## config.mk

```make
export PLATFORM = sky130hd
export DESIGN_NAME = i2c_target
export DESIGN_NICKNAME = d
export VERILOG_FILES = /design/src/rtl/i2c_target.sv
export SDC_FILE = /design/constraint.sdc
export NUM_CORES = 1
export LEC_CHECK = 0
export CORE_MARGIN = 3
export CORE_UTILIZATION = 50
export DETAILED_ROUTE_END_ITERATION = 7
export GPL_ROUTABILITY_DRIVEN = 0
export GPL_TIMING_DRIVEN = 0
export PLACE_DENSITY_LB_ADDON = 0.15
export RECOVER_POWER = 25
export SLEW_MARGIN = 0
export SYNTH_ARGS = -nofsm -noshare
export SYNTH_HDL_FRONTEND = slang
export SYNTH_SLANG_ARGS = --single-unit
```

## constraint.sdc

```tcl
create_clock -name clk -period 2.1 [get_ports clk]
set_input_delay 0.525 -clock clk [delete_from_list [all_inputs] [get_ports clk]]
set_output_delay 0.525 -clock clk [all_outputs]
set_load 0.05 [all_outputs]
```

## src/rtl/i2c_target.sv

```systemverilog
// i2c_target: I2C target exposing an 8-bit register pointer with byte write strobes and prefetched reads.
module i2c_target #(
  parameter logic [6:0] DEV_ADDR = 7'h68
) (
  input  logic       clk,
  input  logic       rst,
  input  logic       scl_in,
  input  logic       sda_in,
  output logic       sda_oe,
  output logic [7:0] reg_addr,
  output logic [7:0] reg_wdata,
  output logic       reg_we,
  output logic       reg_re,
  input  logic [7:0] reg_rdata,
  output logic       busy
);
  typedef enum logic [3:0] {IDLE, ADDR, ADDR_ACK, PTR, PTR_ACK, WR, WR_ACK, RD, RD_ACK, IGNORE} state_t;
  state_t      state_q;
  logic [1:0]  scl_s_q, sda_s_q;
  logic        scl_p_q, sda_p_q;
  logic [3:0]  cnt_q;
  logic [7:0]  sr_q, addr_q, wdata_q;
  logic        oe_q, we_q, re_q, load_q, busy_q, rw_q, ack_q;
  logic        scl, sda, start, stop, rise, fall;
  assign scl   = scl_s_q[1];
  assign sda   = sda_s_q[1];
  assign start = scl & scl_p_q & sda_p_q & ~sda;
  assign stop  = scl & scl_p_q & ~sda_p_q & sda;
  assign rise  = scl & ~scl_p_q;
  assign fall  = ~scl & scl_p_q;
  assign sda_oe    = oe_q;
  assign reg_addr  = addr_q;
  assign reg_wdata = wdata_q;
  assign reg_we    = we_q;
  assign reg_re    = re_q;
  assign busy      = busy_q;
  always_ff @(posedge clk) begin
    if (rst) begin
      state_q <= IDLE;
      scl_s_q <= 2'b11;
      sda_s_q <= 2'b11;
      scl_p_q <= 1'b1;
      sda_p_q <= 1'b1;
      cnt_q   <= '0;
      sr_q    <= '0;
      addr_q  <= '0;
      wdata_q <= '0;
      oe_q    <= 1'b0;
      we_q    <= 1'b0;
      re_q    <= 1'b0;
      load_q  <= 1'b0;
      busy_q  <= 1'b0;
      rw_q    <= 1'b0;
      ack_q   <= 1'b0;
    end else begin
      scl_s_q <= {scl_s_q[0], scl_in};
      sda_s_q <= {sda_s_q[0], sda_in};
      scl_p_q <= scl;
      sda_p_q <= sda;
      we_q    <= 1'b0;
      re_q    <= 1'b0;
      load_q  <= re_q;
      // read data arrives one clk after the request; it lands well before the next SCL fall
      if (load_q) sr_q <= reg_rdata;
      if (stop) begin
        state_q <= IDLE;
        oe_q    <= 1'b0;
        busy_q  <= 1'b0;
      end else if (start) begin
        state_q <= ADDR;
        cnt_q   <= '0;
        oe_q    <= 1'b0;
      end else begin
        case (state_q)
          ADDR, PTR, WR: begin
            if (rise) begin
              sr_q  <= {sr_q[6:0], sda};
              cnt_q <= cnt_q + 4'd1;
            end else if (fall && cnt_q == 4'd8) begin
              cnt_q <= '0;
              if (state_q == PTR) begin
                state_q <= PTR_ACK;
                oe_q    <= 1'b1;
                addr_q  <= sr_q;
              end else if (state_q == WR) begin
                state_q <= WR_ACK;
                oe_q    <= 1'b1;
                wdata_q <= sr_q;
                we_q    <= 1'b1;
              end else if (sr_q[7:1] == DEV_ADDR) begin
                state_q <= ADDR_ACK;
                oe_q    <= 1'b1;
                busy_q  <= 1'b1;
                rw_q    <= sr_q[0];
                re_q    <= sr_q[0];
              end else begin
                state_q <= IGNORE;
                oe_q    <= 1'b0;
              end
            end
          end
          ADDR_ACK: if (fall) begin
            state_q <= rw_q ? RD : PTR;
            cnt_q   <= '0;
            oe_q    <= rw_q & ~sr_q[7];
            sr_q    <= {sr_q[6:0], 1'b0};
          end
          PTR_ACK, WR_ACK: if (fall) begin
            state_q <= WR;
            cnt_q   <= '0;
            oe_q    <= 1'b0;
            addr_q  <= (state_q == WR_ACK) ? addr_q + 8'd1 : addr_q;
          end
          RD: begin
            if (rise) cnt_q <= cnt_q + 4'd1;
            else if (fall) begin
              state_q <= (cnt_q == 4'd8) ? RD_ACK : RD;
              oe_q    <= (cnt_q != 4'd8) & ~sr_q[7];
              sr_q    <= {sr_q[6:0], 1'b0};
            end
          end
          RD_ACK: begin
            if (rise) begin
              ack_q  <= ~sda;
              re_q   <= ~sda;
              addr_q <= sda ? addr_q : addr_q + 8'd1;
            end else if (fall) begin
              state_q <= ack_q ? RD : IGNORE;
              cnt_q   <= '0;
              oe_q    <= ack_q & ~sr_q[7];
              sr_q    <= {sr_q[6:0], 1'b0};
            end
          end
          default: ;
        endcase
      end
    end
  end
endmodule

```

* After elaboration in Yosys (flattened, before gate mapping)
Cells that the tools add are included.
** Word-level totals
- Logic and storage cells :: 152
- Flip-flop bits (word level) :: 45
- Output and inout bits :: 20
** Operators by class
- Mux-type cells :: 58
- Reductions and logical operators :: 20
- Equal/unequal tests :: 33
- Add/subtract/negate cells :: 2
- Bitwise logic cells :: 22
** Operators by type and width (number)
- $mux 8 :: 13
- $mux 4 :: 19
- $pmux 8 s3 :: 2
- $ne 3x3->1 const B :: 9
- $ne 2x2->1 const B :: 12
- $pmux 4 s5 :: 1
- $mux 1 :: 19
- $reduce_and 9->1 :: 2
- $eq 4x3->1 const B :: 4
- $pmux 4 s4 :: 1
- $reduce_and 7->1 :: 2
- $not 1->1 :: 12
- $and 1x1->1 :: 10
- $reduce_and 10->1 :: 1
- $reduce_bool 5->1 :: 2
- $reduce_or 3->1 :: 3
- $add 8x1->8 const B :: 1
- $eq 4x2->1 const B :: 2
- $eq 4x4->1 const B :: 2
- $ne 4x4->1 const B :: 2
- $reduce_and 8->1 :: 1
- $eq 7x7->1 const B :: 1
- $reduce_or 7->1 :: 1
- $reduce_bool 6->1 :: 1
- 10 further kinds :: 12

* Depth between registers and ports, before layout
- Depth after elaboration :: 8
- Depth in mapped cells :: 10
- Mapped depth without buffers :: 8

* Worst setup path before layout
No wires, ideal clock.
- Path kind :: register to register
- From :: register state_q[2]
- To :: register cnt_q[0]
- Arrival time :: 1.924 ns
- Period minus slack after synthesis :: 1.989 ns
- Setup time :: 0.065 ns
- Cell stages (with the launch flop) :: 9
- Setup slack :: 0.111 ns
- Buffers on the path :: 2
- Path through :: dfxtp_1 > buf_6 > or2_1 > buf_6 > a221oi_4 > o221ai_2 > a2111oi_4 > mux2_1 > nor2_1
** On the way
- Word-level cells in the longest chain between the ends :: 4
** RTL lines
- start, declared :: RTL line 18 : state_t state_q;
- start signal, assigned :: RTL line 103 : state_q <= rw_q ? RD : PTR;
- start signal, assigned :: RTL line 117 : state_q <= (cnt_q == 4'd8) ? RD_ACK : RD;
- start signal, assigned :: RTL line 128 : state_q <= ack_q ? RD : IGNORE;
- $eq 4x2->1 (tied with other cells) :: RTL line 74 : case (state_q)
- $reduce_or 3->1 (on tied branches)
- $ne 4x4->1 (no source line) (tied with other cells)
- $reduce_and 5->1 (no source line) or $mux 4 (tied branches)
- end signal, assigned :: RTL line 78 : cnt_q <= cnt_q + 4'd1;
- end signal, assigned :: RTL line 115 : if (rise) cnt_q <= cnt_q + 4'd1;
- end, declared :: RTL line 21 : logic [3:0] cnt_q;
Parallel ways exist; a longest one is shown, timed or not.
A chain may end at the register's enable or synchronous reset.

* Worst setup path in the final report
- From :: register addr_q[0] (netlist: reg_addr[0])
- To :: output reg_addr[0]
** RTL lines
- start, declared :: RTL line 22 : logic [7:0] sr_q, addr_q, wdata_q;
- start signal, assigned :: RTL line 84 : addr_q <= sr_q;
- start signal, assigned :: RTL line 112 : addr_q <= (state_q == WR_ACK) ? addr_q + 8'd1 : addr_q;
- start signal, assigned :: RTL line 126 : addr_q <= sda ? addr_q : addr_q + 8'd1;
- end, declared :: RTL line 10 : output logic [7:0] reg_addr,
No word-level cell between the ends.

==> results.toml <==
[job]
maxCapViolations = 0

[worst_setup_path]
cp_cell_sequence = "clkdlybuf4s50_1"
crit_path_end_kind = "output port"
crit_cells = 1
path_max_fanout = 5
path_class = "reg -> out"
cp.arrival_ns = 1.54
critPathRequiredTime_ns = 1.57
critPathTopFamily = "buffers and inverters"
reg2reg_depth = 8
crit_slowest_cell = "clkdlybuf4s50_1"
start_kind = "register"
cp_num_buf_inv = 1
crit_path_max_incr_delay_ns = 0.83

[synth]
synth_edf_count = 0
syn_area_mm2 = 0.002675
synth.top_cells.by_area = "dfxtp_1, a21oi_1, nor2_1, mux2i_1, nand2_1"
yosysTopAreaCellShare_pct = 33.68
synth_seq_cells = 45
synthFlopType = "dfxtp_1"
synth.net_count = 331
synth.avg_cell_area_um2 = 8.465
async_flop_share_pct = 0
synth_warnings = 0
ys_types = 64
yosysSeqAreaShare_pct = 33.68
postSynthCellCount = 316
yosysTopAreaCell = "dfxtp_1"

[floorplan]
start_util_pct = 54.13
fp.dieH_um = 79.15
core_mm2 = 0.004942
pin_count = 32
core.rowCount = 25
dieArea_mm2 = 0.006264
dieWidth_um = 79.15

[global_route]
gr-total-overflow = 0
grt_usage_pct = 22.28
grt_pass1_wl_um = 11260
antenna_found_initial = 0
grt_pass1_vias = 2350
grt_max_degree = 15

[hold_path]
min_path_cells = 1
hp-class = "reg -> reg"

[final_layout]
fillers = 434
area_delta_synth_final_pct = 25.21
fin_nets = 382
drive_above_1_share_pct = 22.89
final_cell_mix = "dfxtp_1, nor2_1, clkdlybuf4s50_1, nand2_1, a21oi_1"
antennaDiodeCount = 0
final_common_cell = "dfxtp_1"

[timing]
setup-tns-final_ns = 0
maxSlewHeadroom_pct = 59.52
rsz0062_at_grt = "yes"
drv_slew = 0
worstMarginPinSlew_ns = 0.6099
min_period_ns = 2.065
finalHoldViolCount = 0
finalSetupViolations = 0
max_freq_mhz = 484.4
period_share_pct = 98.31
finClkSkew_ns = 0.01117
fin_ws_ns = 0.03548

[clocking]
root_buffer = "clkbuf_8"
insertion_delay_ns = 0.30
cts-buffers-inserted = 5
clk_pin_slew_ns = 0.09
clockBufferDepth = 2
cts_sinks = 45
cts_tree = "done"
ctsHtreeMaxLevel = 2
ctsHoldBuffers = 0

[place]
hpwlAfterDp_um = 4887
pre_cts_ws_ns = -0.09177
port-buffer-count = 31

[power]
power_density_mw_per_mm2 = 458.3
peakVddDrop_uv = 522.1
leakage_nw = 1.215

[drt]
detail-route-antenna-nets = 0
viasPerCell = 6.106
drt_iter0_drc = 229
drt_pre_antenna_iters = 5
wl_per_cell_um = 16.08
vias = 2650
wirelength_um = 6980
drc_errors = 0

[run_status]
status = "completed"
## path summary, 6_finish.rpt
check / startpoint / end / slack (ns)
setup / recovery: reg_addr[0] / reg_addr[0] / 0.04
hold reg to reg: scl_s_q[0] / scl_s_q[1] / 0.42
setup reg to reg: state_q[2] / reg_addr[0] / 0.06
hold / removal: scl_s_q[0] / scl_s_q[1] / 0.42
## routing by layer
layer	wire (um)	GRT usage [%]	up-vias
met2	3150	34.18	118
met1	3224	31.23	1267
met4	153	7.045	0
met3	452	4.649	18
met5	0	0	-
li1	-	-	1247
## synthesized netlist by cell type, types with 6 or more instances
cell type	number
mux2i_1	12
nand2_1	26
nor2b_1	8
o21ai_0	11
nand3_1	8
nand2b_1	13
a21oi_1	25
nor2_1	33
dfxtp_1	45
or2_2	9
clkbuf_1	9
inv_1	6
a22o_1	6
## registers in the layout, indices dropped and copies added (netlist names)
| signal | count |
|---|---|
| reg_addr | 8 |
| reg_wdata | 8 |
| sr_q | 8 |
| cnt_q | 4 |
| state_q | 4 |
| scl_s_q | 2 |
| sda_s_q | 2 |
| ack_q | 1 |
| busy | 1 |
| load_q | 1 |
| reg_re | 1 |
| reg_we | 1 |
| rw_q | 1 |
| scl_p_q | 1 |
| sda_oe | 1 |
| sda_p_q | 1 |
## per-stage QoR
stage	utilization (%)	std cells	instance area, um^2	total power [mW]	hold slack, ns
finish	67.77	434	3349	1.535	0.4204
global route	67.77	434	3349	1.583	0.4372
CTS	65.62	428	3243	1.526	0.4222
detailed placement	62.10	414	3069	0.9941	0.4018
global placement	62.10	414	3069	0.9919	0.3911
floorplan	-	316	2675	0.9524	0.3895
## cell families (layout without fill, tap and decap cells)
family	count (synthesis)	after routing	share of synthesized area (%)
and+or+nand+nor	132	132	27.08
AOI/OAI and AO/OA	90	90	25.21
DFF	45	45	33.68
muxes	18	18	7.016
xor gates and xnor gates	1	1	0.3275
buffers and inverters	27	78	5.285
adders and majority gates	3	3	1.403
## layout make-up
| class | instances | area, um^2 | area share (%) |
|---|---|---|---|
| plain buffers | 19 | 111.4 | 3.325 |
| repair buffers | 45 | 409.1 | 12.22 |
| well taps | 67 | 83.83 | 2.503 |
| clock inverters | 2 | 16.27 | 0.4856 |
| inverters | 7 | 30.03 | 0.8965 |
| flip-flops and latches | 45 | 914.6 | 27.31 |
| multi-input cells | 244 | 1715 | 51.21 |
| clock buffers | 5 | 68.82 | 2.055 |
## repair_timing
item,CTS,global route
endpoints found under the setup margin,14,35
buffers inserted,8,6
pin swaps,5,12
resized for setup,10,34
hold endpoints to repair,0,0
## power by group
| part | internal, mW | total, mW | switching (mW) | leakage [nW] |
|---|---|---|---|---|
| Combinational | 0.0590 | 0.129 | 0.0699 | 0.808 |
| Clock | 0.230 | 0.545 | 0.315 | 0.0402 |
| Sequential | 0.857 | 0.861 | 0.00480 | 0.367 |
| Total | 1.15 | 1.54 | 0.389 | 1.21 |
Power figures use the tool's default switching activity.
